**config.mk**
```make
export PLATFORM = sky130hd
export DESIGN_NAME = spi_master_dual_cs
export DESIGN_NICKNAME = d
export VERILOG_FILES = /design/src/rtl/spi_master_dual_cs.sv
export SDC_FILE = /design/constraint.sdc
export NUM_CORES = 1
export LEC_CHECK = 0
export BUFFER_PORTS_ARGS = -buffer_cell sky130_fd_sc_hd__buf_4
export CORE_UTILIZATION = 50
export DETAILED_ROUTE_END_ITERATION = 12
export PLACE_DENSITY = 0.77
export SYNTH_ARGS = -nofsm -noshare
export SYNTH_HDL_FRONTEND = slang
export SYNTH_SLANG_ARGS = --single-unit
```
**constraint.sdc**
```tcl
create_clock -name clk -period 2.7 [get_ports clk]
set_input_delay 0.135 -clock clk [delete_from_list [all_inputs] [get_ports clk]]
set_output_delay 0.135 -clock clk [all_outputs]
set_load 0.02 [all_outputs]
```
**src/rtl/spi_master_dual_cs.sv**
```systemverilog
// -----------------------------------------------------------------------------
// spi_master_dual_cs
//
// SPI master driving two slaves through separate active-low chip selects.
// One WIDTH-bit word is exchanged per accepted start request, MSB first, in
// any of the four CKP/CPH modes. Every SCK half-period lasts DIV clk cycles.
//
// Transfer timeline, relative to the accepting edge E0:
//   E0                    : inputs latched, selected CS low, busy high
//   E0 + k*DIV            : SCK edge k (k = 1..2*WIDTH), odd k = leading
//   E0 + (2*WIDTH+1)*DIV  : CS high, MOSI low, rx_data loaded, done pulse
//
// Parameters
//   WIDTH : bits per transfer (>= 2)
//   DIV   : clk cycles per SCK half-period (>= 1)
//
// Ports
//   clk          : system clock, rising edge
//   reset        : synchronous reset, active low
//   start        : transfer request, honoured only while idle
//   SLAVE_SELECT : 0 = slave 1 (CS1), 1 = slave 2 (CS2)
//   CKP          : SCK idle level
//   CPH          : 0 = sample on leading edge, 1 = sample on trailing edge
//   tx_data      : word to transmit
//   MISO         : serial data from the slaves
//   SCK, MOSI    : registered serial clock and data
//   CS1, CS2     : registered active-low chip selects
//   busy         : high from start acceptance until done
//   done         : one-cycle pulse, rx_data valid
//   rx_data      : last received word, held until the next done or reset
//
// Build option
//   SPI_MASTER_LOOPBACK_EN : when defined, the receive shift register samples
//                            the internal MOSI register instead of MISO, so
//                            every transfer returns rx_data == tx_data.
// -----------------------------------------------------------------------------
module spi_master_dual_cs #(
  parameter int WIDTH = 8,
  parameter int DIV   = 2
) (
  input  logic             clk,
  input  logic             reset,
  input  logic             start,
  input  logic             SLAVE_SELECT,
  input  logic             CKP,
  input  logic             CPH,
  input  logic [WIDTH-1:0] tx_data,
  input  logic             MISO,
  output logic             SCK,
  output logic             MOSI,
  output logic             CS1,
  output logic             CS2,
  output logic             busy,
  output logic             done,
  output logic [WIDTH-1:0] rx_data
);

  localparam int DIV_W  = (DIV > 1) ? $clog2(DIV) : 1;
  localparam int EDGE_W = $clog2(2 * WIDTH + 1);

  // Divider value on the cycle before an SCK edge (or the end of HOLD).
  localparam logic [DIV_W-1:0]  DIV_LAST  = DIV_W'(DIV - 1);
  // Edges already produced when the final SCK edge is about to happen.
  localparam logic [EDGE_W-1:0] EDGE_LAST = EDGE_W'(2 * WIDTH - 1);

  typedef enum logic [1:0] {
    ST_IDLE,
    ST_SETUP,
    ST_TRANSFER,
    ST_HOLD
  } state_t;

  state_t r_state;
  state_t w_state_next;

  // Timing counters
  logic [DIV_W-1:0]  r_div_cnt;
  logic [EDGE_W-1:0] r_edge_cnt;

  // Per-transfer latched configuration and shift registers
  logic              r_cph;
  logic [WIDTH-1:0]  r_tx_sh;
  logic [WIDTH-1:0]  r_rx_sh;

  // Registered outputs
  logic              r_sck;
  logic              r_mosi;
  logic              r_cs1;
  logic              r_cs2;
  logic              r_busy;
  logic              r_done;
  logic [WIDTH-1:0]  r_rx_data;

  // Decoded strobes
  logic w_tick;        // divider has reached the end of a half-period
  logic w_accept;      // start accepted on this edge (E0)
  logic w_sck_edge;    // SCK toggles on this edge
  logic w_leading;     // the pending SCK edge is a leading edge
  logic w_final_edge;  // the pending SCK edge is edge 2*WIDTH
  logic w_mosi_shift;  // MOSI advances to the next bit on this edge
  logic w_rx_sample;   // receive bit captured on this edge
  logic w_finish;      // end of HOLD: release CS and publish rx_data
  logic w_rx_bit;      // serial bit fed into the receive shift register

`ifdef SPI_MASTER_LOOPBACK_EN
  // MOSI already holds the bit belonging to the current sample point.
  assign w_rx_bit = r_mosi;
`else
  assign w_rx_bit = MISO;
`endif

  // ---------------------------------------------------------------------------
  // FSM state register
  // ---------------------------------------------------------------------------
  // NOTE: every clocked assignment uses <= so all registers update from the
  // values seen before the edge, regardless of statement order.
  always_ff @(posedge clk) begin
    if (!reset) begin
      r_state <= ST_IDLE;
    end else begin
      r_state <= w_state_next;
    end
  end

  // ---------------------------------------------------------------------------
  // FSM next-state and strobe decode
  // ---------------------------------------------------------------------------
  always_comb begin
    // NOTE: every output of this block gets a default first, so no path can
    // leave a signal unassigned and infer a latch.
    w_state_next = r_state;
    w_accept     = 1'b0;
    w_sck_edge   = 1'b0;
    w_finish     = 1'b0;
    w_mosi_shift = 1'b0;
    w_rx_sample  = 1'b0;
    w_tick       = (r_div_cnt == DIV_LAST);
    // Edge k = r_edge_cnt + 1 is leading when k is odd.
    w_leading    = ~r_edge_cnt[0];
    w_final_edge = (r_edge_cnt == EDGE_LAST);

    case (r_state)
      ST_IDLE: begin
        if (start) begin
          w_accept     = 1'b1;
          w_state_next = ST_SETUP;
        end
      end
      ST_SETUP: begin
        if (w_tick) begin
          w_sck_edge   = 1'b1;
          w_state_next = ST_TRANSFER;
        end
      end
      ST_TRANSFER: begin
        if (w_tick) begin
          w_sck_edge = 1'b1;
          if (w_final_edge) begin
            w_state_next = ST_HOLD;
          end
        end
      end
      ST_HOLD: begin
        if (w_tick) begin
          w_finish     = 1'b1;
          w_state_next = ST_IDLE;
        end
      end
      default: begin
        w_state_next = ST_IDLE;
      end
    endcase

    if (w_sck_edge) begin
      if (r_cph) begin
        // CPH=1: drive on leading, sample on trailing.
        w_mosi_shift = w_leading;
        w_rx_sample  = ~w_leading;
      end else begin
        // CPH=0: the MSB went out at E0, so drive on every trailing edge
        // except the last; sample on leading.
        w_mosi_shift = ~w_leading & ~w_final_edge;
        w_rx_sample  = w_leading;
      end
    end
  end

  // ---------------------------------------------------------------------------
  // Divider and edge counters
  // ---------------------------------------------------------------------------
  always_ff @(posedge clk) begin
    if (!reset) begin
      r_div_cnt  <= '0;
      r_edge_cnt <= '0;
    end else if (w_accept) begin
      r_div_cnt  <= '0;
      r_edge_cnt <= '0;
    end else if (r_state != ST_IDLE) begin
      r_div_cnt <= w_tick ? '0 : r_div_cnt + 1'b1;
      if (w_sck_edge) begin
        r_edge_cnt <= r_edge_cnt + 1'b1;
      end
    end
  end

  // ---------------------------------------------------------------------------
  // SCK generation
  // ---------------------------------------------------------------------------
  always_ff @(posedge clk) begin
    if (!reset) begin
      r_sck <= 1'b0;
    end else if (r_state == ST_IDLE) begin
      // Tracks CKP while idle, which also sets the idle level at E0.
      r_sck <= CKP;
    end else if (w_sck_edge) begin
      r_sck <= ~r_sck;
    end
  end

  // ---------------------------------------------------------------------------
  // Transmit path
  // ---------------------------------------------------------------------------
  always_ff @(posedge clk) begin
    if (!reset) begin
      r_cph   <= 1'b0;
      r_tx_sh <= '0;
      r_mosi  <= 1'b0;
    end else if (w_accept) begin
      r_cph <= CPH;
      if (!CPH) begin
        // The MSB must be valid before the first (sampling) leading edge.
        r_mosi  <= tx_data[WIDTH-1];
        r_tx_sh <= tx_data << 1;
      end else begin
        r_tx_sh <= tx_data;
      end
    end else if (w_finish) begin
      r_mosi <= 1'b0;
    end else if (w_mosi_shift) begin
      r_mosi  <= r_tx_sh[WIDTH-1];
      r_tx_sh <= r_tx_sh << 1;
    end
  end

  // ---------------------------------------------------------------------------
  // Receive path
  // ---------------------------------------------------------------------------
  always_ff @(posedge clk) begin
    if (!reset) begin
      r_rx_sh   <= '0;
      r_rx_data <= '0;
    end else begin
      if (w_accept) begin
        r_rx_sh <= '0;
      end else if (w_rx_sample) begin
        r_rx_sh <= {r_rx_sh[WIDTH-2:0], w_rx_bit};
      end
      // The last sample lands no later than the final SCK edge, DIV cycles
      // before this point, so the shift register is complete here.
      if (w_finish) begin
        r_rx_data <= r_rx_sh;
      end
    end
  end

  // ---------------------------------------------------------------------------
  // Chip selects and handshake
  // ---------------------------------------------------------------------------
  always_ff @(posedge clk) begin
    if (!reset) begin
      r_cs1  <= 1'b1;
      r_cs2  <= 1'b1;
      r_busy <= 1'b0;
      r_done <= 1'b0;
    end else begin
      r_done <= w_finish;
      if (w_accept) begin
        // Exactly one select goes low; the other is forced high.
        r_cs1  <= SLAVE_SELECT;
        r_cs2  <= ~SLAVE_SELECT;
        r_busy <= 1'b1;
      end else if (w_finish) begin
        r_cs1  <= 1'b1;
        r_cs2  <= 1'b1;
        r_busy <= 1'b0;
      end
    end
  end

  assign SCK     = r_sck;
  assign MOSI    = r_mosi;
  assign CS1     = r_cs1;
  assign CS2     = r_cs2;
  assign busy    = r_busy;
  assign done    = r_done;
  assign rx_data = r_rx_data;

endmodule
```
==> flow_summary_export.csv <==
group,metric,value,unit
cts,cts_tree,"done",
yosys,synth_fa_ha_area_share,4.888,%
cts,clockRootBuffer,"clkbuf_4",
yosys,synth_cells,198,
yosys,yosysWarnings,0,
drt,drtAntennaViolNets,0,
placed_design,post-dp-hpwl,2209,µm
timing,timing.final.crit_period,1.946,ns
worst_hold_path,hp-class,"in2reg",
drt,met1_length,1610,µm
timing,finalHoldViolCount,0,
cts,insertion_delay,0.35,ns
setup_path,r2r_end,"MOSI$_SDFFE_PN0P_",
cts,clk_pin_slew,0.12,ns
setup_path,r2r_start,"r_edge_cnt[0]$_SDFFE_PP0P_",
timing,skew,0.005937,ns
floorplanning,rows,21,
yosys,avgSynthCellArea,9.049,µm²
yosys,synthArstFlopShare,0,%
power,powerDensity,816.3,nW/µm²
cts,cts_resized,0,
drt,vias_per_cell,5.000,
run_status,status,"complete, no violations",
timing,setup_viol,0,
yosys,syn_area,1792,µm²
drt,firstDrtPassIters,4,
timing,slew_viol_final,0,
floorplanning,initial_core_util,52.86,%
drt,dr_wl_met3,126,µm
floorplanning,die_area,3827,µm²
grt,antenna_found_initial,0,
finish,regArea,780.7,µm²
yosys,synth_top_area_share,43.58,%
cts,htreeDepth,2,
placed_design,place.gp.congestion,0.7626,
drt,met2_length,1376,µm
yosys,synth_simple_gate_area_share,18.99,%
yosys,synthXorXnorAreaFrac,2.444,%
yosys,synth_top_family_by_area,"simple AND/OR/NAND/NOR gates",
drt,vias,1345,
setup_path,worstSetupEndpointType,"flip-flop",
cts,clock_path_buffers,2,
yosys,yosysSeqAreaShare,43.58,%
timing,period_share,72.08,%
timing,max_freq,513.8,MHz
yosys,postSynthRegisterBits,39,
floorplanning,ios,29,
job,drv_cap,0,
drt,drc,0,
timing,setup_slack,0.7538,ns
timing,setup-tns-final,0,ns
yosys,synth_fp_nets,220,
cts,holdBufCountCts,0,
cts,cts_setup_buffers,0,
floorplanning,core-area,3390,µm²
drt,wl_per_cell,11.77,µm
setup_path,crit_fanout,6,
power,p_leak,0.8770,nW
grt,grt_pass1_wl,4961,µm
drt,wl,3165,µm
yosys,ys_types,37,
floorplanning,dieWidth,61.86,µm
placed_design,port_buffers,28,
finish,multi_input_area,943.4,µm²
grt,grt_overflow_total,0,
cts,numClockSinks,39,
drt,top_layer,"met4",
yosys,synthTopCellsByArea,"dfxtp_1 44%, mux2i_1 12%, nand2_1 9.4%",
finish,n_antenna_cell,0,
setup_path,r2r_cells,6,
finish,nets,244,
floorplanning,die_h,61.86,µm
yosys,synth_top_cell_by_area,"dfxtp_1",
yosys,synthMuxAreaShare,12.29,%
setup_path,cp.required,2.96,ns
setup_path,reg2reg_slack,0.75,ns
setup_path,startpoint_type,"flip-flop",
yosys,synth_edf_count,0,
worst_hold_path,min_path_cells,3,
yosys,ys.flop_type,"dfxtp_1",
grt,grt_max_degree,36,
finish,n_fill_cell,298,
drt,drt_iter0_drc,46,
timing,relSlewSlack,64.93,%
placed_design,pre_cts_ws,0.7848,ns
cts,cts_made_buffers,5,
worst_hold_path,min-delay-start,"MISO",
grt,grt_usage,18.19,%
timing,worst_pin_slew,0.5260,ns
finish,drive_gt1_share,17.49,%
finish,area_growth,17.67,%
worst_hold_path,hold_end,"r_rx_sh[0]$_SDFFE_PP0P_",
setup_path,worst-setup-path-type,"reg2reg",
timing,grt_setup_unrepaired,"no",
yosys,synth-compound-area-share,14.04,%
grt,grt_pass1_vias,1163,
power,ir_drop,592.9,µV
setup_path,arrival,2.20,ns
## how the worst max path moves through the flow
stage                               start                      end  cells after the start
5_1_grt        r_edge_cnt[0]$_SDFFE_PP0P_        MOSI$_SDFFE_PN0P_                      7
3_5_place_dp   r_edge_cnt[0]$_SDFFE_PP0P_  r_tx_sh[0]$_SDFFE_PN0P_                      6
4_1_cts        r_edge_cnt[0]$_SDFFE_PP0P_        MOSI$_SDFFE_PN0P_                      6
6_report       r_edge_cnt[0]$_SDFFE_PP0P_        MOSI$_SDFFE_PN0P_                      6
2_1_floorplan  r_edge_cnt[0]$_SDFFE_PP0P_  r_tx_sh[0]$_SDFFE_PN0P_                      6
3_3_place_gp   r_edge_cnt[0]$_SDFFE_PP0P_  r_tx_sh[0]$_SDFFE_PN0P_                      6
## area by class of cell
cell class	instances	area share, %
clock buffers	6	1.958
clock inverters	2	2.849
inverters	4	0.7122
multi-input cells	144	44.75
flip-flops and latches	39	37.03
well taps	46	2.730
repair buffers	28	9.970
## sequential cells by signal (all words and copies together) (netlist names)
register and flops:
r_edge_cnt 5, CS2 1, r_tx_sh 8, r_div_cnt 1, rx_data 8, done 1, busy 1, MOSI 1
r_state 2, CS1 1, r_cph 1, SCK 1, r_rx_sh 8
## kinds of logic after synthesis
group | after synthesis
adder cells (fa/ha/maj) | 7
AO/OA/AOI/OAI | 34
buffers and inverters | 15
AND/OR/NAND/NOR | 76
XOR/XNOR | 5
multiplexers | 22
flip-flops | 39
## cell usage after synthesis, types with 2 or more instances
cell,instances
a21boi_0,9
a21oi_1,2
and2_1,2
and3_1,2
buf_2,3
clkbuf_1,6
dfxtp_1,39
ha_1,7
inv_1,4
mux2i_1,22
nand2_1,45
nor2_1,15
nor2b_1,3
o211ai_1,7
o21ai_0,6
o21bai_1,2
xor2_1,4
## metal layers
layer	vias to the layer above	GRT usage (%)
met3	7	5.590
li1	721	-
met1	590	23.23
met5	-	0
met2	27	28.11
met4	0	8.571
## worst max-delay path: stages (launching register included)
cell and delay [ns]:
dfxtp_1 0.38, ha_1 0.23, and3_1 0.19, ha_1 0.20
nor3b_1 0.39, o21bai_1 0.17, a221oi_1 0.31
## power breakdown
group	internal [mW]	switching, mW
logic	0.228	0.313
clock network	0.289	0.194
registers	0.644	0.0537
## cells in the final DEF (no fill, tap or decap), types with 2 or more instances in the layout
cell type,instances
clkbuf_4,5
o21ai_0,6
dfxtp_1,39
nand2_1,45
inv_1,4
bufinv_16,2
nor2b_1,3
and2_1,2
and3_1,2
mux2i_1,22
a21oi_1,2
buf_4,28
o21bai_1,2
a21boi_0,9
ha_1,7
o211ai_1,7
xor2_1,4
nor2_1,15
## metrics by stage
step,area [µm²],instances,hold WS (ns),utilization (%),total power [mW]
floorplan,1792,198,0.2810,-,1.142
global placement,2007,261,0.3823,59.21,1.242
detailed placement,2007,261,0.3815,59.21,1.249
CTS,2108,269,0.01380,62.20,1.727
global route,2108,269,0.002141,62.20,1.820
finish,2108,269,0.01450,62.20,1.721
Power figures use the tool's default switching activity.
